`src/rtl/vga_timing_pkg.sv`:
```
// vga_timing_pkg
//   Shared constants for the VGA/LCD raster timing generator:
//   - timing_t plus preset timings for common panel/monitor modes
//   - the eight colour-bar colours at full-scale RGB565, and a lookup function
package vga_timing_pkg;

   typedef struct packed {
      int h_active;
      int h_fp;
      int h_sync;
      int h_bp;
      int v_active;
      int v_fp;
      int v_sync;
      int v_bp;
      bit hs_pol;
      bit vs_pol;
   } timing_t;

   localparam timing_t TIMING_480X272   = '{480,  2,   41,  2,   272,  2, 10, 2,  1'b0, 1'b0};
   localparam timing_t TIMING_640X480   = '{640,  16,  96,  48,  480,  10, 2, 33, 1'b0, 1'b0};
   localparam timing_t TIMING_800X600   = '{800,  40,  128, 88,  600,  1,  4, 23, 1'b1, 1'b1};
   localparam timing_t TIMING_1024X768  = '{1024, 24,  136, 160, 768,  3,  6, 29, 1'b0, 1'b0};
   localparam timing_t TIMING_1280X720  = '{1280, 110, 40,  220, 720,  5,  5, 20, 1'b1, 1'b1};
   localparam timing_t TIMING_1920X1080 = '{1920, 88,  44,  148, 1080, 4,  5, 36, 1'b1, 1'b1};

   localparam logic [15:0] RGB565_WHITE   = 16'hFFFF;
   localparam logic [15:0] RGB565_YELLOW  = 16'hFFE0;
   localparam logic [15:0] RGB565_CYAN    = 16'h07FF;
   localparam logic [15:0] RGB565_GREEN   = 16'h07E0;
   localparam logic [15:0] RGB565_MAGENTA = 16'hF81F;
   localparam logic [15:0] RGB565_RED     = 16'hF800;
   localparam logic [15:0] RGB565_BLUE    = 16'h001F;
   localparam logic [15:0] RGB565_BLACK   = 16'h0000;

   function automatic logic [15:0] bar_colour(input logic [2:0] k);
      case (k)
         3'd0:    bar_colour = RGB565_WHITE;
         3'd1:    bar_colour = RGB565_YELLOW;
         3'd2:    bar_colour = RGB565_CYAN;
         3'd3:    bar_colour = RGB565_GREEN;
         3'd4:    bar_colour = RGB565_MAGENTA;
         3'd5:    bar_colour = RGB565_RED;
         3'd6:    bar_colour = RGB565_BLUE;
         default: bar_colour = RGB565_BLACK;
      endcase
   endfunction

endpackage

```
`src/rtl/vga_pattern.sv`:
```
// vga_pattern
//   Test-pattern source that replaces upstream pixel data.
//   Ports:
//     i_x, i_y        pixel coordinate (already delayed to the output stage)
//     i_sel           0 = pass-through, 1 = 8 vertical bars, 2 = 16 px grid, 3 = white
//     i_red/grn/blu   upstream colour (IN_W each)
//     o_red/grn/blu   selected colour (IN_W each, full scale for pattern modes)
module vga_pattern
   import vga_timing_pkg::*;
#(
   parameter int CW       = 12,
   parameter int IN_W     = 10,
   parameter int H_ACTIVE = 640
) (
   input  logic [CW-1:0]   i_x,
   input  logic [CW-1:0]   i_y,
   input  logic [1:0]      i_sel,
   input  logic [IN_W-1:0] i_red,
   input  logic [IN_W-1:0] i_grn,
   input  logic [IN_W-1:0] i_blu,
   output logic [IN_W-1:0] o_red,
   output logic [IN_W-1:0] o_grn,
   output logic [IN_W-1:0] o_blu
);

   logic [2:0]  w_bar;
   logic [15:0] w_bar_rgb;
   logic        w_grid;
   logic        w_unused_y;

   // Bar index by threshold compare so no divider is needed; thresholds use
   // the same floor(k*H_ACTIVE/8) boundaries as the bar definition.
   always_comb begin
      w_bar = '0;
      for (int j = 1; j < 8; j++) begin
         if (i_x >= CW'(j * H_ACTIVE / 8)) w_bar = 3'(j);
      end
   end

   assign w_bar_rgb  = bar_colour(w_bar);
   assign w_grid     = (i_x[3:0] == 4'd0) || (i_y[3:0] == 4'd0);
   assign w_unused_y = ^i_y[CW-1:4];

   always_comb begin
      o_red = i_red;
      o_grn = i_grn;
      o_blu = i_blu;
      case (i_sel)
         2'd1: begin
            o_red = {IN_W{|w_bar_rgb[15:11]}};
            o_grn = {IN_W{|w_bar_rgb[10:5]}};
            o_blu = {IN_W{|w_bar_rgb[4:0]}};
         end
         2'd2: begin
            o_red = {IN_W{w_grid}};
            o_grn = {IN_W{w_grid}};
            o_blu = {IN_W{w_grid}};
         end
         2'd3: begin
            o_red = '1;
            o_grn = '1;
            o_blu = '1;
         end
         default: ;
      endcase
   end

endmodule

```
`src/rtl/vga_timing_gen.sv`:
```
// vga_timing_gen
//   Parametrised VGA/LCD raster timing generator with a fetch-ahead pixel
//   request. Coordinates are requested RD_LAT cycles before the upstream
//   data is needed; syncs, DE and strobes are delayed RD_LAT+1 cycles so all
//   outputs leave the block mutually aligned.
//   Ports:
//     iCLK, rst                   pixel clock, synchronous active-high reset
//     iPattern_sel                pattern select (only with VGA_PATTERN_EN)
//     oReq, oCoord_X, oCoord_Y    pixel request and its coordinate
//     iRed, iGreen, iBlue         upstream pixel data, RD_LAT cycles after oReq
//     oVGA_R/G/B                  MSB-truncated output colour, 0 outside DE
//     oVGA_H_SYNC, oVGA_V_SYNC    syncs with HS_POL/VS_POL active level
//     oVGA_DE                     data enable
//     oFrame_start, oLine_start   first-pixel strobes aligned with DE
//   Build option: define VGA_PATTERN_EN to add the built-in test patterns.
module vga_timing_gen
   import vga_timing_pkg::*;
#(
   parameter int H_ACTIVE = 640,
   parameter int H_FP     = 16,
   parameter int H_SYNC   = 96,
   parameter int H_BP     = 48,
   parameter int V_ACTIVE = 480,
   parameter int V_FP     = 10,
   parameter int V_SYNC   = 2,
   parameter int V_BP     = 33,
   parameter bit HS_POL   = 1'b0,
   parameter bit VS_POL   = 1'b0,
   parameter int CW       = 12,
   parameter int IN_W     = 10,
   parameter int R_W      = 5,
   parameter int G_W      = 6,
   parameter int B_W      = 5,
   parameter int RD_LAT   = 1
) (
   input  logic            iCLK,
   input  logic            rst,
`ifdef VGA_PATTERN_EN
   input  logic [1:0]      iPattern_sel,
`endif
   output logic            oReq,
   output logic [CW-1:0]   oCoord_X,
   output logic [CW-1:0]   oCoord_Y,
   input  logic [IN_W-1:0] iRed,
   input  logic [IN_W-1:0] iGreen,
   input  logic [IN_W-1:0] iBlue,
   output logic [R_W-1:0]  oVGA_R,
   output logic [G_W-1:0]  oVGA_G,
   output logic [B_W-1:0]  oVGA_B,
   output logic            oVGA_H_SYNC,
   output logic            oVGA_V_SYNC,
   output logic            oVGA_DE,
   output logic            oFrame_start,
   output logic            oLine_start
);

   localparam int H_BLANK = H_FP + H_SYNC + H_BP;
   localparam int H_TOTAL = H_BLANK + H_ACTIVE;
   localparam int V_BLANK = V_FP + V_SYNC + V_BP;
   localparam int V_TOTAL = V_BLANK + V_ACTIVE;

   localparam logic [CW-1:0] C_H_LAST     = CW'(H_TOTAL - 1);
   localparam logic [CW-1:0] C_V_LAST     = CW'(V_TOTAL - 1);
   localparam logic [CW-1:0] C_H_BLANK    = CW'(H_BLANK);
   localparam logic [CW-1:0] C_V_BLANK    = CW'(V_BLANK);
   localparam logic [CW-1:0] C_H_SYNC_BEG = CW'(H_FP);
   localparam logic [CW-1:0] C_H_SYNC_END = CW'(H_FP + H_SYNC);
   localparam logic [CW-1:0] C_V_SYNC_BEG = CW'(V_FP);
   localparam logic [CW-1:0] C_V_SYNC_END = CW'(V_FP + V_SYNC);

   generate
      if ((H_TOTAL - 1) >= (1 << CW) || (V_TOTAL - 1) >= (1 << CW)) begin : g_err_cw
         $error("vga_timing_gen: CW cannot hold H_TOTAL-1 or V_TOTAL-1");
      end
      if (RD_LAT < 0 || RD_LAT > 4) begin : g_err_lat
         $error("vga_timing_gen: RD_LAT must be 0..4");
      end
      if (R_W > IN_W || G_W > IN_W || B_W > IN_W) begin : g_err_w
         $error("vga_timing_gen: output channel wider than IN_W");
      end
   endgenerate

   typedef struct packed {
      logic hs;
      logic vs;
      logic act;
      logic fs;
      logic ls;
`ifdef VGA_PATTERN_EN
      logic [CW-1:0] x;
      logic [CW-1:0] y;
`endif
   } pipe_t;

   logic [CW-1:0]   r_h_cnt;
   logic [CW-1:0]   r_v_cnt;
   logic            w_act;
   logic [CW-1:0]   w_x;
   logic [CW-1:0]   w_y;
   pipe_t           w_s0;
   pipe_t           w_del;
   logic [IN_W-1:0] w_red;
   logic [IN_W-1:0] w_grn;
   logic [IN_W-1:0] w_blu;
   logic            w_unused_colour;

   always_ff @(posedge iCLK) begin
      if (rst) begin
         r_h_cnt <= '0;
         r_v_cnt <= '0;
      end else if (r_h_cnt == C_H_LAST) begin
         r_h_cnt <= '0;
         r_v_cnt <= (r_v_cnt == C_V_LAST) ? '0 : r_v_cnt + CW'(1);
      end else begin
         r_h_cnt <= r_h_cnt + CW'(1);
      end
   end

   assign w_act    = (r_h_cnt >= C_H_BLANK) && (r_v_cnt >= C_V_BLANK);
   assign w_x      = w_act ? r_h_cnt - C_H_BLANK : '0;
   assign w_y      = w_act ? r_v_cnt - C_V_BLANK : '0;
   assign oReq     = w_act;
   assign oCoord_X = w_x;
   assign oCoord_Y = w_y;

   always_comb begin
      w_s0     = '0;
      w_s0.hs  = (r_h_cnt >= C_H_SYNC_BEG) && (r_h_cnt < C_H_SYNC_END);
      w_s0.vs  = (r_v_cnt >= C_V_SYNC_BEG) && (r_v_cnt < C_V_SYNC_END);
      w_s0.act = w_act;
      w_s0.fs  = w_act && (w_x == '0) && (w_y == '0);
      w_s0.ls  = w_act && (w_x == '0);
`ifdef VGA_PATTERN_EN
      w_s0.x   = w_x;
      w_s0.y   = w_y;
`endif
   end

   // RD_LAT stages here; the output register below is the final stage, so
   // control reaches the pins RD_LAT+1 cycles after the request.
   generate
      if (RD_LAT == 0) begin : g_nodly
         assign w_del = w_s0;
      end else begin : g_dly
         pipe_t r_dly [RD_LAT];
         always_ff @(posedge iCLK) begin
            if (rst) begin
               for (int k = 0; k < RD_LAT; k++) r_dly[k] <= '0;
            end else begin
               r_dly[0] <= w_s0;
               for (int k = 1; k < RD_LAT; k++) r_dly[k] <= r_dly[k-1];
            end
         end
         assign w_del = r_dly[RD_LAT-1];
      end
   endgenerate

`ifdef VGA_PATTERN_EN
   logic [1:0] r_pat_sel;
   logic [1:0] w_sel;

   // The new selection already applies to the frame's first pixel.
   assign w_sel = w_del.fs ? iPattern_sel : r_pat_sel;

   always_ff @(posedge iCLK) begin
      if (rst)           r_pat_sel <= '0;
      else if (w_del.fs) r_pat_sel <= iPattern_sel;
   end

   vga_pattern #(
      .CW       (CW),
      .IN_W     (IN_W),
      .H_ACTIVE (H_ACTIVE)
   ) u_pattern (
      .i_x   (w_del.x),
      .i_y   (w_del.y),
      .i_sel (w_sel),
      .i_red (iRed),
      .i_grn (iGreen),
      .i_blu (iBlue),
      .o_red (w_red),
      .o_grn (w_grn),
      .o_blu (w_blu)
   );
`else
   assign w_red = iRed;
   assign w_grn = iGreen;
   assign w_blu = iBlue;
`endif

   // Truncation drops LSBs on purpose.
   assign w_unused_colour = ^{w_red, w_grn, w_blu};

   always_ff @(posedge iCLK) begin
      if (rst) begin
         oVGA_R       <= '0;
         oVGA_G       <= '0;
         oVGA_B       <= '0;
         oVGA_DE      <= 1'b0;
         oFrame_start <= 1'b0;
         oLine_start  <= 1'b0;
         oVGA_H_SYNC  <= ~HS_POL;
         oVGA_V_SYNC  <= ~VS_POL;
      end else begin
         oVGA_DE      <= w_del.act;
         oFrame_start <= w_del.fs;
         oLine_start  <= w_del.ls;
         oVGA_H_SYNC  <= w_del.hs ? HS_POL : ~HS_POL;
         oVGA_V_SYNC  <= w_del.vs ? VS_POL : ~VS_POL;
         if (w_del.act) begin
            oVGA_R <= w_red[IN_W-1 -: R_W];
            oVGA_G <= w_grn[IN_W-1 -: G_W];
            oVGA_B <= w_blu[IN_W-1 -: B_W];
         end else begin
            oVGA_R <= '0;
            oVGA_G <= '0;
            oVGA_B <= '0;
         end
      end
   end

endmodule

```
`config.mk`:
```
export PLATFORM = sky130hd
export DESIGN_NAME = vga_timing_gen
export DESIGN_NICKNAME = d
export VERILOG_FILES = /design/src/rtl/vga_timing_pkg.sv /design/src/rtl/vga_pattern.sv /design/src/rtl/vga_timing_gen.sv
export SDC_FILE = /design/constraint.sdc
export NUM_CORES = 1
export LEC_CHECK = 0
export ABC_AREA = 1
export CAP_MARGIN = 25
export CORE_MARGIN = 2
export CORE_UTILIZATION = 50
export CTS_CLUSTER_DIAMETER = 100
export DETAILED_ROUTE_END_ITERATION = 8
export GPL_ROUTABILITY_DRIVEN = 0
export PLACE_DENSITY = 0.84
export SLEW_MARGIN = 20
export SYNTH_ARGS = -nofsm -noshare
export SYNTH_HDL_FRONTEND = slang
export SYNTH_SLANG_ARGS = --single-unit
```
`constraint.sdc`:
```
create_clock -name iCLK -period 4.3 [get_ports iCLK]
set_input_delay 0.86 -clock iCLK [delete_from_list [all_inputs] [get_ports iCLK]]
set_output_delay 0.86 -clock iCLK [all_outputs]
set_load 0.01 [all_outputs]
```
==> key figures <==
Synth
  – Post-synth EDFFs: 0
  – Mean Syn Cell Area: 6.798 um2
  – Syn Nets: 429
  – Sequential area share after synthesis: 0.3795
  – #FFs+latches synth: 50
  – Synth Warn #: 0
  – Top_reg_cell synth: dfxtp_1
  – Gate Count Post-Synth: 388
  – Synth async-reset ratio: 0
  – Post-Syn Area: 2638 um2
  – Synth cell types: 34

Clock network
  – Clock Root Buffer: clkbuf_8
  – Clock transition at path regs: 0.10 ns
  – Number of setup buffers added after CTS: 0
  – CTS buffer count: 5
  – Clk buf depth: 2
  – Post-CTS Hold Buffers: 0
  – Later-pin clock latency in the skew report: 0.32 ns
  – CTS H-Tree Depth: 2
  – TritonCTS clock tree: yes
  – CTS Sinks: 50
  – Cts repair resizes: 0

Run
  – Max cap viols: 0

Critical path
  – CP max FO: 26
  – Data required time of the worst path: 3.44 ns
  – Crit end category: primary output
  – CP Class: reg2out
  – WP data arrival: 2.68 ns
  – CP Launch Type: flip-flop

Die
  – Chip width: 76.63 um
  – Initial Utilization: 0.5164
  – Die area: 5872 um2
  – Core area: 5107 um2
  – Site row count: 26
  – # IOs: 78
  – Die height: 76.63 um

Timing
  – Setup Viol. Count Final: 0
  – Hold Worst Slack: 0.3905 ns
  – Worst-Margin Slew: 0.6944 ns
  – RSZ-0062 raised after global routing: no
  – Max-slew headroom: 0.5353
  – Tmin final: 3.539 ns
  – Fin. Hold Viols: 0
  – Max Slew Vio Count: 0
  – Final setup TNS: 0 ns
  – Fmax: 0.2826 GHz
  – Skew final: 0.007779 ns
  – Final Cycle Share: 0.8229

Power
  – Leak Pwr: 1.633 nW
  – Power Density: 233.2 nW/um2
  – VDD IR max: 139.6 uV

Route
  – WL/cell: 12.04 um
  – Vias/cell: 4.908
  – Drt first pass iters: 6
  – Via Count: 2572
  – DRT Wirelength: 6307 um
  – Iteration-0 DRC Markers: 153
  – Post-DRT Antenna Nets: 0
  – Residual DRC: 0

Layout
  – Final net count: 494
  – Final std cells w/o fill: 524
  – FILL cells: 442
  – Diode count: 0
  – Fraction of layout cells with a size suffix above 1: 0.09251
  – Synthesis-to-finish area growth: 29.70%

Placement
  – Port Buffer Count: 63
  – Post-DP HPWL: 4896 um
  – Inst Count DP: 516

Global routing
  – Overall global routing resource usage: 0.2226
  – First-pass GRT wire length: 10610 um
  – Initial antenna violation count: 0
  – GRT overflow: 0
  – Pin count of the biggest net entering global routing: 27
  – Vias in the first global route: 2420

Worst hold path
  – Hold WC Path Type: reg2reg

Outcome
  – Outcome: finished, final reports clean
synth_stat cells, drive strengths merged, types with 2 or more instances:
| master | number | share of area |
|---|---|---|
| inv | 70 | 0.10 |
| xor2 | 7 | 0.023 |
| nor2 | 79 | 0.12 |
| buf | 4 | 0.011 |
| ha | 9 | 0.043 |
| nor3 | 17 | 0.036 |
| a21oi | 15 | 0.028 |
| o211ai | 2 | 0.0057 |
| nand2 | 81 | 0.12 |
| dfxtp | 50 | 0.38 |
| nand4 | 5 | 0.014 |
| a31oi | 2 | 0.0047 |
| nand3 | 30 | 0.065 |
| o21ai | 10 | 0.023 |
layout by cell type, fill, tap and decap left out, types with 2 or more instances in the layout:
master / synthesis / layout
nand2_1: 75 / 75
nor3_1: 15 / 15
xor2_1: 7 / 7
o211ai_1: 2 / 2
clkdlybuf4s50_1: 0 / 63
nor2_1: 72 / 72
inv_1: 57 / 57
nor2_2: 5 / 5
a31oi_1: 2 / 2
inv_2: 13 / 13
o21ai_1: 4 / 4
dfxtp_1: 50 / 50
a21oi_1: 15 / 15
clkinv_4: 0 / 2
nand3_1: 27 / 27
nand2_2: 4 / 4
nor3_2: 2 / 2
nor2_4: 2 / 2
nand4_1: 4 / 4
ha_1: 9 / 9
clkbuf_8: 0 / 5
o21ai_0: 5 / 5
nand3_2: 2 / 2
nand2_4: 2 / 2
registers in the layout, summed over array words and instances, names as in the netlist:
register	cells
r_h_cnt	12
r_v_cnt	12
oVGA_G	6
g_dly.r_dly	5
oVGA_B	5
oVGA_R	5
oFrame_start	1
oLine_start	1
oVGA_DE	1
oVGA_H_SYNC	1
oVGA_V_SYNC	1
path summary, 6_finish.rpt:
check                         start                end  slack (ns)  depth (start not counted)
setup / recovery         r_v_cnt[1]       oCoord_Y[10]        0.76                          8
hold / removal    g_dly.r_dly[0][3]        oVGA_V_SYNC        0.39                          1
hold reg to reg   g_dly.r_dly[0][3]        oVGA_V_SYNC        0.39                          1
setup reg to reg         r_v_cnt[1]  g_dly.r_dly[0][1]        2.06                         11
stage by stage:
| step | cell area [um2] | util | setup WS [ns] | power (mW) |
|---|---|---|---|---|
| 6_report | 3421 | 0.6698 | 0.7614 | 0.7977 |
| 4_1_cts | 3421 | 0.6698 | 0.7748 | 0.8009 |
| 5_1_grt | 3421 | 0.6698 | 0.6029 | 0.8263 |
| 3_5_place_dp | 3323 | 0.6507 | 1.147 | 0.5121 |
| 3_3_place_gp | 3323 | 0.6507 | 1.213 | 0.5103 |
| 2_1_floorplan | 2638 | - | 1.845 | 0.4924 |
power by group:
group	switching (mW)	total [mW]	internal (mW)
sequential	0.00329	0.468	0.465
combinational	0.0142	0.0330	0.0188
clock	0.176	0.296	0.121
critical path: stages, from the launching register on:
cell and delay [ns]:
dfxtp_1 0.37, inv_1 0.20, ha_1 0.22, inv_1 0.10, nand3_4 0.14, nand2_4 0.07
o21ai_4 0.58, nor2_1 0.16, clkdlybuf4s50_1 0.52
layout make-up:
type                       count  area, um2  share of cell area
multi-input combinational    263       1341              0.3921
clock buffer                   5      68.82             0.02012
inverter                      70      262.8             0.07681
sequential                    50       1001              0.2926
timing repair buffer          63      630.6              0.1843
tap                           70      87.58             0.02560
clock inverter                 3      28.78            0.008413
per-layer routing:
layer	routed length [um]	share of wire	up-vias	GRT usage
met5	0	0	-	0
li1	-	-	1337	-
met4	113	0.018	0	0.08909
met2	3187	0.51	72	0.3885
met3	292	0.046	11	0.04384
met1	2714	0.43	1152	0.2682
logic make-up (layout without fill, tap and decap cells):
| kind of cell | after synthesis | count (layout) | synth area share |
|---|---|---|---|
| flip-flops | 50 | 50 | 0.3795 |
| XOR/XNOR | 7 | 7 | 0.02325 |
| adder cells (fa/ha/maj) | 9 | 9 | 0.04270 |
| buffers and inverters | 75 | 141 | 0.1120 |
| AO/OA/AOI/OAI | 32 | 32 | 0.07163 |
| AND/OR/NAND/NOR | 215 | 215 | 0.3710 |
No activity file was read; power rests on OpenSTA's default activity.
